[config.mk]
export PLATFORM = sky130hd
export DESIGN_NAME = dds_wavegen_mc_flat
export DESIGN_NICKNAME = d
export VERILOG_FILES = /design/src/rtl/dds_wavegen_mc_if.sv /design/src/rtl/dds_wavegen_mc.sv /design/src/flat_wrapper.sv
export SDC_FILE = /design/constraint.sdc
export NUM_CORES = 1
export LEC_CHECK = 0
export ABC_AREA = 1
export CAP_MARGIN = 10
export CORE_AREA = 3 3 158 160
export CTS_BUF_LIST = sky130_fd_sc_hd__clkbuf_16
export CTS_CLUSTER_SIZE = 28
export DETAILED_ROUTE_END_ITERATION = 8
export DIE_AREA = 0 0 161 163
export GPL_TIMING_DRIVEN = 1
export PLACE_DENSITY = 0.74
export SETUP_SLACK_MARGIN = 0.15
export SLEW_MARGIN = 20
export SYNTH_ARGS = -nofsm -noshare
export SYNTH_HDL_FRONTEND = slang
export SYNTH_SLANG_ARGS = --single-unit
export TNS_END_PERCENT = 100
[constraint.sdc]
create_clock -name clk -period 16.36 [get_ports clk]
set_input_delay 2.454 -clock clk [delete_from_list [all_inputs] [get_ports clk]]
set_output_delay 2.454 -clock clk [all_outputs]
set_load 0.02 [all_outputs]
[src/rtl/dds_wavegen_mc_if.sv]
// Configuration port of the multi-channel DDS generator: valid/ready
// request carrying channel select, phase increment, phase offset,
// waveform select and channel enable.
interface dds_wavegen_mc_if #(
    parameter int CH_W    = 1,
    parameter int PHASE_W = 16
);
    logic               cfg_valid;
    logic               cfg_ready;
    logic [CH_W-1:0]    cfg_ch;
    logic [PHASE_W-1:0] cfg_freq;
    logic [PHASE_W-1:0] cfg_phase;
    logic [1:0]         cfg_wave;
    logic               cfg_en;

    modport master (
        output cfg_valid, cfg_ch, cfg_freq, cfg_phase, cfg_wave, cfg_en,
        input  cfg_ready
    );

    modport slave (
        input  cfg_valid, cfg_ch, cfg_freq, cfg_phase, cfg_wave, cfg_en,
        output cfg_ready
    );
endinterface

[src/rtl/dds_wavegen_mc.sv]
// Multi-channel DDS waveform generator. A shared programmable divider
// produces sample ticks; on each tick every channel samples its phase
// (accumulator + offset), advances its accumulator, and one cycle later
// the sine/square/saw/triangle sample is registered in offset binary.
// Optional macro WRAP_FLAG_EN adds a per-channel accumulator-carry flag
// output (wrap_flag) that pulses together with out_valid.
module dds_wavegen_mc #(
    parameter int NCH     = 2,
    parameter int CH_W    = 1,
    parameter int PHASE_W = 16,
    parameter int LUT_AW  = 8,
    parameter int DATA_W  = 8,
    parameter int DIV_W   = 26
) (
    input  logic                    clk,
    input  logic                    reset,
    input  logic [DIV_W-1:0]        div_limit,
    dds_wavegen_mc_if.slave         cfg,
    output logic                    sample_tick,
    output logic [NCH*DATA_W-1:0]   wave_out,
`ifdef WRAP_FLAG_EN
    output logic [NCH-1:0]          wrap_flag,
`endif
    output logic                    out_valid
);

    localparam int QW    = DATA_W - 1;
    localparam int LUT_N = 2 ** LUT_AW;
    localparam logic [DATA_W-1:0] MID = {1'b1, {(DATA_W-1){1'b0}}};
    localparam longint HALF_PI_Q30 = 64'sd1686629713;

    // Round a non-negative Q30 fixed-point value to the nearest integer.
    function automatic longint round_q30(input longint v);
        return (v + (longint'(1) <<< 29)) >>> 30;
    endfunction

    // Quarter-wave sine table, evaluated at sample centres (k+0.5) with a
    // Q30 Taylor series so the ROM is fixed at elaboration.
    function automatic logic [LUT_N*QW-1:0] build_lut();
        logic [LUT_N*QW-1:0] rom;
        longint x, x2, term, sum;
        longint amp;
        rom = '0;
        amp = (longint'(1) <<< (DATA_W-1)) - 1;
        for (int k = 0; k < LUT_N; k++) begin
            x    = (HALF_PI_Q30 * longint'(2*k + 1)) / longint'(2*LUT_N);
            x2   = (x * x) >>> 30;
            term = x;
            sum  = x;
            for (int n = 1; n <= 8; n++) begin
                term = -(((term * x2) >>> 30) / longint'((2*n) * (2*n + 1)));
                sum  = sum + term;
            end
            rom[k*QW +: QW] = QW'(round_q30(amp * sum));
        end
        return rom;
    endfunction

    localparam logic [LUT_N*QW-1:0] SINE_ROM = build_lut();

    // Map a sampled phase to an output sample for the selected waveform.
    function automatic logic [DATA_W-1:0] wave_calc(
        input logic [PHASE_W-1:0] p,
        input logic [1:0]         w,
        input logic               en
    );
        logic [1:0]        qd;
        logic [LUT_AW-1:0] a;
        logic [LUT_AW-1:0] addr;
        logic [DATA_W-1:0] q;
        logic [DATA_W-1:0] t;
        logic [DATA_W-1:0] y;
        qd   = p[PHASE_W-1 -: 2];
        a    = p[PHASE_W-3 -: LUT_AW];
        addr = qd[0] ? ~a : a;
        q    = {1'b0, SINE_ROM[int'(addr)*QW +: QW]};
        t    = p[PHASE_W-2 -: DATA_W];
        case (w)
            2'd0:    y = qd[1] ? (MID - DATA_W'(1) - q) : (MID + q);
            2'd1:    y = {DATA_W{~p[PHASE_W-1]}};
            2'd2:    y = p[PHASE_W-1 -: DATA_W];
            default: y = p[PHASE_W-1] ? ~t : t;
        endcase
        if (!en) y = MID;
        return y;
    endfunction

    logic [DIV_W-1:0]   r_count;
    logic               r_tick;
    logic               r_ready;
    logic               w_xfer;

    logic [PHASE_W-1:0] r_acc   [NCH];
    logic [PHASE_W-1:0] r_freq  [NCH];
    logic [PHASE_W-1:0] r_phase [NCH];
    logic [1:0]         r_wave  [NCH];
    logic [NCH-1:0]     r_en;
    logic [PHASE_W-1:0] w_sum   [NCH];

    logic               r_vld_p1;
    logic [PHASE_W-1:0] r_p_p1    [NCH];
    logic [1:0]         r_wave_p1 [NCH];
    logic [NCH-1:0]     r_en_p1;

    logic               r_vld_p2;
    logic [DATA_W-1:0]  r_lane_p2 [NCH];

    assign w_xfer        = cfg.cfg_valid && r_ready;
    assign cfg.cfg_ready = r_ready;
    assign sample_tick   = r_tick;
    assign out_valid     = r_vld_p2;

    // Next accumulator value per channel, wrapping modulo 2^PHASE_W.
    always_comb begin
        for (int c = 0; c < NCH; c++) begin
            w_sum[c] = r_acc[c] + r_freq[c];
        end
    end

    // Sample-tick divider; config port is blocked on tick cycles.
    always_ff @(posedge clk or posedge reset) begin
        if (reset) begin
            r_count <= '0;
            r_tick  <= 1'b0;
            r_ready <= 1'b0;
        end else if (r_count >= div_limit) begin
            r_count <= '0;
            r_tick  <= 1'b1;
            r_ready <= 1'b0;
        end else begin
            r_count <= r_count + 1'b1;
            r_tick  <= 1'b0;
            r_ready <= 1'b1;
        end
    end

    // Channel config and accumulators; a config write restarts the phase.
    always_ff @(posedge clk or posedge reset) begin
        if (reset) begin
            for (int c = 0; c < NCH; c++) begin
                r_acc[c]   <= '0;
                r_freq[c]  <= '0;
                r_phase[c] <= '0;
                r_wave[c]  <= 2'd0;
            end
            r_en <= '0;
        end else begin
            for (int c = 0; c < NCH; c++) begin
                if (r_tick) begin
                    if (r_en[c]) r_acc[c] <= w_sum[c];
                end else if (w_xfer && int'(cfg.cfg_ch) == c) begin
                    r_acc[c]   <= '0;
                    r_freq[c]  <= cfg.cfg_freq;
                    r_phase[c] <= cfg.cfg_phase;
                    r_wave[c]  <= cfg.cfg_wave;
                    r_en[c]    <= cfg.cfg_en;
                end
            end
        end
    end

    // ---- stage 1: sample phase and channel mode on the tick ----
    always_ff @(posedge clk or posedge reset) begin
        if (reset) begin
            r_vld_p1 <= 1'b0;
            r_en_p1  <= '0;
            for (int c = 0; c < NCH; c++) begin
                r_p_p1[c]    <= '0;
                r_wave_p1[c] <= 2'd0;
            end
        end else begin
            r_vld_p1 <= r_tick;
            if (r_tick) begin
                r_en_p1 <= r_en;
                for (int c = 0; c < NCH; c++) begin
                    r_p_p1[c]    <= r_acc[c] + r_phase[c];
                    r_wave_p1[c] <= r_wave[c];
                end
            end
        end
    end

    // ---- stage 2: waveform lookup and output register ----
    always_ff @(posedge clk or posedge reset) begin
        if (reset) begin
            r_vld_p2 <= 1'b0;
            for (int c = 0; c < NCH; c++) begin
                r_lane_p2[c] <= MID;
            end
        end else begin
            r_vld_p2 <= r_vld_p1;
            if (r_vld_p1) begin
                for (int c = 0; c < NCH; c++) begin
                    r_lane_p2[c] <= wave_calc(r_p_p1[c], r_wave_p1[c], r_en_p1[c]);
                end
            end
        end
    end

    for (genvar g = 0; g < NCH; g++) begin : g_lane
        assign wave_out[g*DATA_W +: DATA_W] = r_lane_p2[g];
    end

`ifdef WRAP_FLAG_EN
    logic [NCH-1:0] w_carry;
    logic [NCH-1:0] r_carry_p1;
    logic [NCH-1:0] r_wrap_p2;

    // Carry out of the accumulator: the wrapped sum is below the old value.
    always_comb begin
        for (int c = 0; c < NCH; c++) begin
            w_carry[c] = r_en[c] && (w_sum[c] < r_acc[c]);
        end
    end

    // Carry travels with the sample through both pipeline stages.
    always_ff @(posedge clk or posedge reset) begin
        if (reset) begin
            r_carry_p1 <= '0;
            r_wrap_p2  <= '0;
        end else begin
            if (r_tick) r_carry_p1 <= w_carry;
            r_wrap_p2 <= r_vld_p1 ? r_carry_p1 : '0;
        end
    end

    assign wrap_flag = r_wrap_p2;
`endif

endmodule

[src/flat_wrapper.sv]
// flat-port wrapper written by rule: the top's interface ports become plain ports
module dds_wavegen_mc_flat 
#(
    parameter int NCH     = 2,
    parameter int CH_W    = 1,
    parameter int PHASE_W = 16,
    parameter int LUT_AW  = 8,
    parameter int DATA_W  = 8,
    parameter int DIV_W   = 26
)
  (clk, reset, div_limit, sample_tick, wave_out, out_valid, cfg_cfg_valid, cfg_cfg_ch, cfg_cfg_freq, cfg_cfg_phase, cfg_cfg_wave, cfg_cfg_en, cfg_cfg_ready);
  dds_wavegen_mc_if #(.CH_W(CH_W), .PHASE_W(PHASE_W)) cfg_i ();
  input  logic clk;
  input  logic reset;
  input  logic [DIV_W-1:0] div_limit;
  output logic sample_tick;
  output logic [NCH*DATA_W-1:0] wave_out;
  output logic out_valid;
  input wire logic [$bits(cfg_i.cfg_valid)-1:0] cfg_cfg_valid;
  input wire logic [$bits(cfg_i.cfg_ch)-1:0] cfg_cfg_ch;
  input wire logic [$bits(cfg_i.cfg_freq)-1:0] cfg_cfg_freq;
  input wire logic [$bits(cfg_i.cfg_phase)-1:0] cfg_cfg_phase;
  input wire logic [$bits(cfg_i.cfg_wave)-1:0] cfg_cfg_wave;
  input wire logic [$bits(cfg_i.cfg_en)-1:0] cfg_cfg_en;
  output wire logic [$bits(cfg_i.cfg_ready)-1:0] cfg_cfg_ready;
  assign cfg_i.cfg_valid = cfg_cfg_valid;
  assign cfg_i.cfg_ch = cfg_cfg_ch;
  assign cfg_i.cfg_freq = cfg_cfg_freq;
  assign cfg_i.cfg_phase = cfg_cfg_phase;
  assign cfg_i.cfg_wave = cfg_cfg_wave;
  assign cfg_i.cfg_en = cfg_cfg_en;
  assign cfg_cfg_ready = cfg_i.cfg_ready;
  dds_wavegen_mc #(.NCH(NCH), .CH_W(CH_W), .PHASE_W(PHASE_W), .LUT_AW(LUT_AW), .DATA_W(DATA_W), .DIV_W(DIV_W)) u_core (.clk(clk), .reset(reset), .div_limit(div_limit), .cfg(cfg_i), .sample_tick(sample_tick), .wave_out(wave_out), .out_valid(out_valid));
endmodule
Yosys cells after proc, flatten, opt, wreduce, memory -nomap -nowiden --
Index checks and enable logic that the tools add are counted.
Word-level totals: input port bits 65, output and inout bits 19, bits in registers 186
Operators by class: shifts and indexed selects 2, reductions and logical operators 11, equal/unequal tests 6, $mul 2, $lt $le $gt $ge 1, multiplexer cells 19, $add $sub $neg 9, bitwise operators 8
Operators by type and width (number):
- $shiftx A1792 B32 Y7 const A | 2
- $mux W16 | 6
- $add A16 B16 Y16 | 4
- $mux W8 | 8
- $pmux W8 S3 | 2
- $not A8 Y8 | 4
- $add A26 B1 Y26 const B | 1
- $ge A26 B26 Y1 | 1
- $mux W26 | 1
- $mul A8 B3 Y11 const B | 2
- $add A8 B7 Y8 const A | 2
- $sub A7 B7 Y8 const A | 2
- $reduce_and A2 Y1 | 4
- $eq A2 B1 Y1 const B | 2
- $eq A2 B2 Y1 const B | 2
- $logic_not A2 Y1 | 2
- $ne A2 B2 Y1 const B | 2
- $not A1 Y1 | 4
- $reduce_bool A2 Y1 | 2
- $logic_and A1 B1 Y1 | 3
- $mux W1 | 2

Logic depth before layout (Yosys ltp) --
depth after elaboration 8, depth in mapped cells 21, gate-level depth less buffers 21

Worst setup path after synthesis --
Ideal clock, no wire load.
path type in2reg, from in div_limit[23], to reg u_core.r_count[10], data arrival time 4133 ps, stages on the path 9, slack 12105 ps, library setup time 121 ps, cells stage by stage inv_1 > ha_1 > nand2_1 > or4_1 > nor4_1 > nor2_1 > inv_2 > buf_2 > nor2_1
On the way: cells in the longest elaborated chain, start to end 2
Ends and longest elaborated chain:
- start: declaration | line flat_wrapper.sv:15 | input logic [DIV_W-1:0] div_limit;
- $ge A26 B26 Y1 | line dds_wavegen_mc.sv:126 | end else if (r_count >= div_limit) begin
- $mux W26 | line dds_wavegen_mc.sv:126
- end signal: assignment | line dds_wavegen_mc.sv:131 | r_count <= r_count + 1'b1;
- end: declaration | line dds_wavegen_mc.sv:88 | logic [DIV_W-1:0] r_count;
Every way passes these cells. A chain may end at the register's enable or synchronous reset.

Final worst setup path --
from in div_limit[23], to reg u_core.r_count[25]
Same word-level chain as after synthesis.

==> flow_metrics.env <==
export IMPL_drtIter0Drc=966
export IMPL_hold_violations=0
export IMPL_synth_cell_types=46
export IMPL_worst_pin_slew_ns=0.933
export IMPL_ys_seq_area_share_pct=33.8
export IMPL_n_fill_cell=2197
export IMPL_tns_ns=0
export IMPL_crit_type="in2reg"
export IMPL_core_mm2=0.0235
export IMPL_synthToLayoutAreaGrowth_pct=12.9
export IMPL_cts_root_buf="clkbuf_16"
export IMPL_die_w_um=161
export IMPL_dr_pass1_iters=5
export IMPL_synthArstFlopShare_pct=100
export IMPL_synth_avg_cell_area_um2=6.92
export IMPL_p_comb_share_pct=62.3
export IMPL_r2r_start="u_core.r_p_p1[30]"
export IMPL_netlist_area_mm2=0.0129
export IMPL_end_kind="register"
export IMPL_drive_gt1_share_pct=3.83
export IMPL_cp_arrival_ns=4.97
export IMPL_maxSlewHeadroom_pct=37.8
export IMPL_finalClockSkew_ns=0.0152
export IMPL_p_leak_nw=7.52
export IMPL_cp_required_ns=16.67
export IMPL_synthTopCellsByArea="dfrtp_1 33%, nand2_1 17%, ha_1 9.8%"
export IMPL_switching_share_pct=52.6
export IMPL_seqPwrFrac_pct=23.9
export IMPL_die_h_um=163
export IMPL_initial_core_util_pct=54.7
export IMPL_dp_hpwl_um=24600
export IMPL_drc=0
export IMPL_design_die_area_mm2=0.0262
export IMPL_yosysWarnings=0
export IMPL_vdd_drop_max_uv=111
export IMPL_numCtsBuffers=17
export IMPL_p_int_mw=1.45
export IMPL_cts_sinks=174
export IMPL_critPathCapture="u_core.r_count[25]"
export IMPL_drv_slew=0
export IMPL_wl_per_cell_um=14.7
export IMPL_p_clk_share_pct=13.8
export IMPL_yosys_area_top_type="dfrtp_1"
export IMPL_vias=12500
export IMPL_min_path_type="reg2reg"
export IMPL_syn_nets=2031
export IMPL_antenna_found_initial=0
export IMPL_clk_insertion_delay_late_ns=0.45
export IMPL_grt_pass1_wl_um=55300
export IMPL_power_density_mw_per_mm2=209
export IMPL_finalWirelength_um=33200
export IMPL_synth_edf_count=0
export IMPL_drtAntennaViolNets=0
export IMPL_fp_row_count=56
export IMPL_finalNetCount=2086
export IMPL_utilization_pct=61.8
export IMPL_stdcell_area_mm2=0.0145
export IMPL_synth_top_area_share_pct=33.4
export IMPL_placed_area_mm2=0.0139
export IMPL_grt_use_total_pct=25.5
export IMPL_crit_fanout=24
export IMPL_cts_tree="built"
export IMPL_htreeDepth=4
export IMPL_io_buffers=83
export IMPL_reg2reg_depth=18
export IMPL_crit_start="div_limit[23]"
export IMPL_cts_setup_buffers=0
export IMPL_syn_inst=1863
export IMPL_rsz0062_at_grt="no"
export IMPL_fmax_mhz=215
export IMPL_cts_max_path_buffers=2
export IMPL_setup_viol=0
export IMPL_hold_buffers=0
export IMPL_mostFrequentLayoutCell="nand2_1"
export IMPL_io_pins=84
export IMPL_vias_per_cell=5.54
export IMPL_grt_pass1_vias=11200
export IMPL_start_kind="input pin"
export IMPL_grt_max_degree=93
export IMPL_grt_ovfl_total=0
export IMPL_ys_seq_elements=174
export IMPL_timing_rr_end="u_core.wave_out[0]"
export IMPL_clk_pin_slew_ns=0.07
export IMPL_period_share_pct=28.5
export IMPL_diodes=0
export IMPL_outcome="completed"
export IMPL_min_period_ns=4.66
export IMPL_reg2reg_slack_ns=13.19
export IMPL_most_common_layout_cells="590 x nand2_1, 181 x inv_1, 172 x dfrtp_1"
export IMPL_cap_violations=0
export IMPL_cts_resized=0
export IMPL_p_switching_mw=1.60
export IMPL_synthFlopType="dfrtp_1"
export IMPL_gp_congestion=0.925
[cells by family (layout without fill, tap and decap cells)]
logic type      Yosys count  in the layout  synth area share (%)
simple gates            906            906                  28.7
compound gates          389            389                  16.3
buf+inv                 244            312                  7.48
flops                   174            174                  33.8
fa+ha+maj               103            103                  10.1
xor+xnor                 47             47                  3.60
[layout make-up]
class | instances | area (um^2) | share of cell area [%]
clock buffers | 17 | 425 | 2.92
clock inverters | 15 | 183 | 1.26
inverters | 190 | 718 | 4.94
multi-input cells | 1445 | 7580 | 52.1
flip-flops and latches | 174 | 4360 | 30.0
well taps | 319 | 399 | 2.74
repair buffers | 90 | 887 | 6.10
[state kept, by name (all words and copies together) (netlist names), 2 cells and up]
| signal | flops |
|---|---|
| u_core.r_wave | 4 |
| u_core.r_acc | 32 |
| u_core.r_en | 2 |
| u_core.r_wave_p1 | 4 |
| u_core.r_count | 26 |
| u_core.r_freq | 32 |
| u_core.r_phase | 32 |
| u_core.r_en_p1 | 2 |
| u_core.r_p_p1 | 20 |
| u_core.wave_out | 16 |
[routing by layer]
| layer | vias up | routed length, um | global-route usage, % |
|---|---|---|---|
| met5 | - | 0 | 0 |
| met4 | 0 | 405 | 5.16 |
| met3 | 34 | 1970 | 3.99 |
| met2 | 393 | 15200 | 41.3 |
| met1 | 5755 | 15500 | 36.5 |
| li1 | 6283 | - | - |
[power groups by stage]
stage          Sequential, mW  Clock [mW]  Combinational [mW]
2_1_floorplan           0.684           0                1.47
3_3_place_gp            0.731           0                1.85
3_5_place_dp            0.734           0                1.86
4_1_cts                 0.727       0.427                1.87
5_1_grt                 0.750       0.443                2.17
6_report                0.729       0.420                1.90
[synthesized netlist by cell type, types with 11 or more instances]
master,instances
xnor2_1,11
buf_2,11
xor2_1,29
ha_1,101
nand3_1,115
dfrtp_1,172
nor2_1,139
o21ai_0,167
o21ai_1,12
a31oi_1,13
clkbuf_1,33
nand2_1,590
inv_1,182
a21oi_1,147
nor3_1,11
nand4_1,18
or2_2,12
[stage by stage]
stage	power, mW	instances	hold slack (ns)	setup slack, ns
2_1_floorplan	2.15	1863	0.442	9.19
3_3_place_gp	2.58	2218	0.463	11.37
3_5_place_dp	2.59	2218	0.468	11.26
4_1_cts	3.02	2250	0.487	11.73
5_1_grt	3.36	2250	0.509	11.54
6_report	3.05	2250	0.479	11.70
[critical path: stages]
cell	delay, ns
clkdlybuf4s50_1	0.45
inv_1	0.04
ha_1	0.28
nand2_1	0.08
or4_1	0.56
nor4_1	0.46
nor2_1	0.16
inv_2	0.36
nor2_1	0.11
[worst min-delay path by stage]
stage / slack (ns) / depth (start not counted) / end / start
floorplan: 0.44 / 2 / u_core.r_en_p1[0] / u_core.r_en_p1[0]
global placement: 0.46 / 2 / u_core.wave_out[11] / u_core.wave_out[11]
detailed placement: 0.47 / 2 / u_core.wave_out[11] / u_core.wave_out[11]
CTS: 0.49 / 2 / u_core.wave_out[11] / u_core.wave_out[11]
global route: 0.51 / 2 / u_core.wave_out[5] / u_core.wave_out[5]
finish: 0.48 / 2 / u_core.wave_out[11] / u_core.wave_out[11]
No activity file was read; power rests on OpenSTA's default activity.
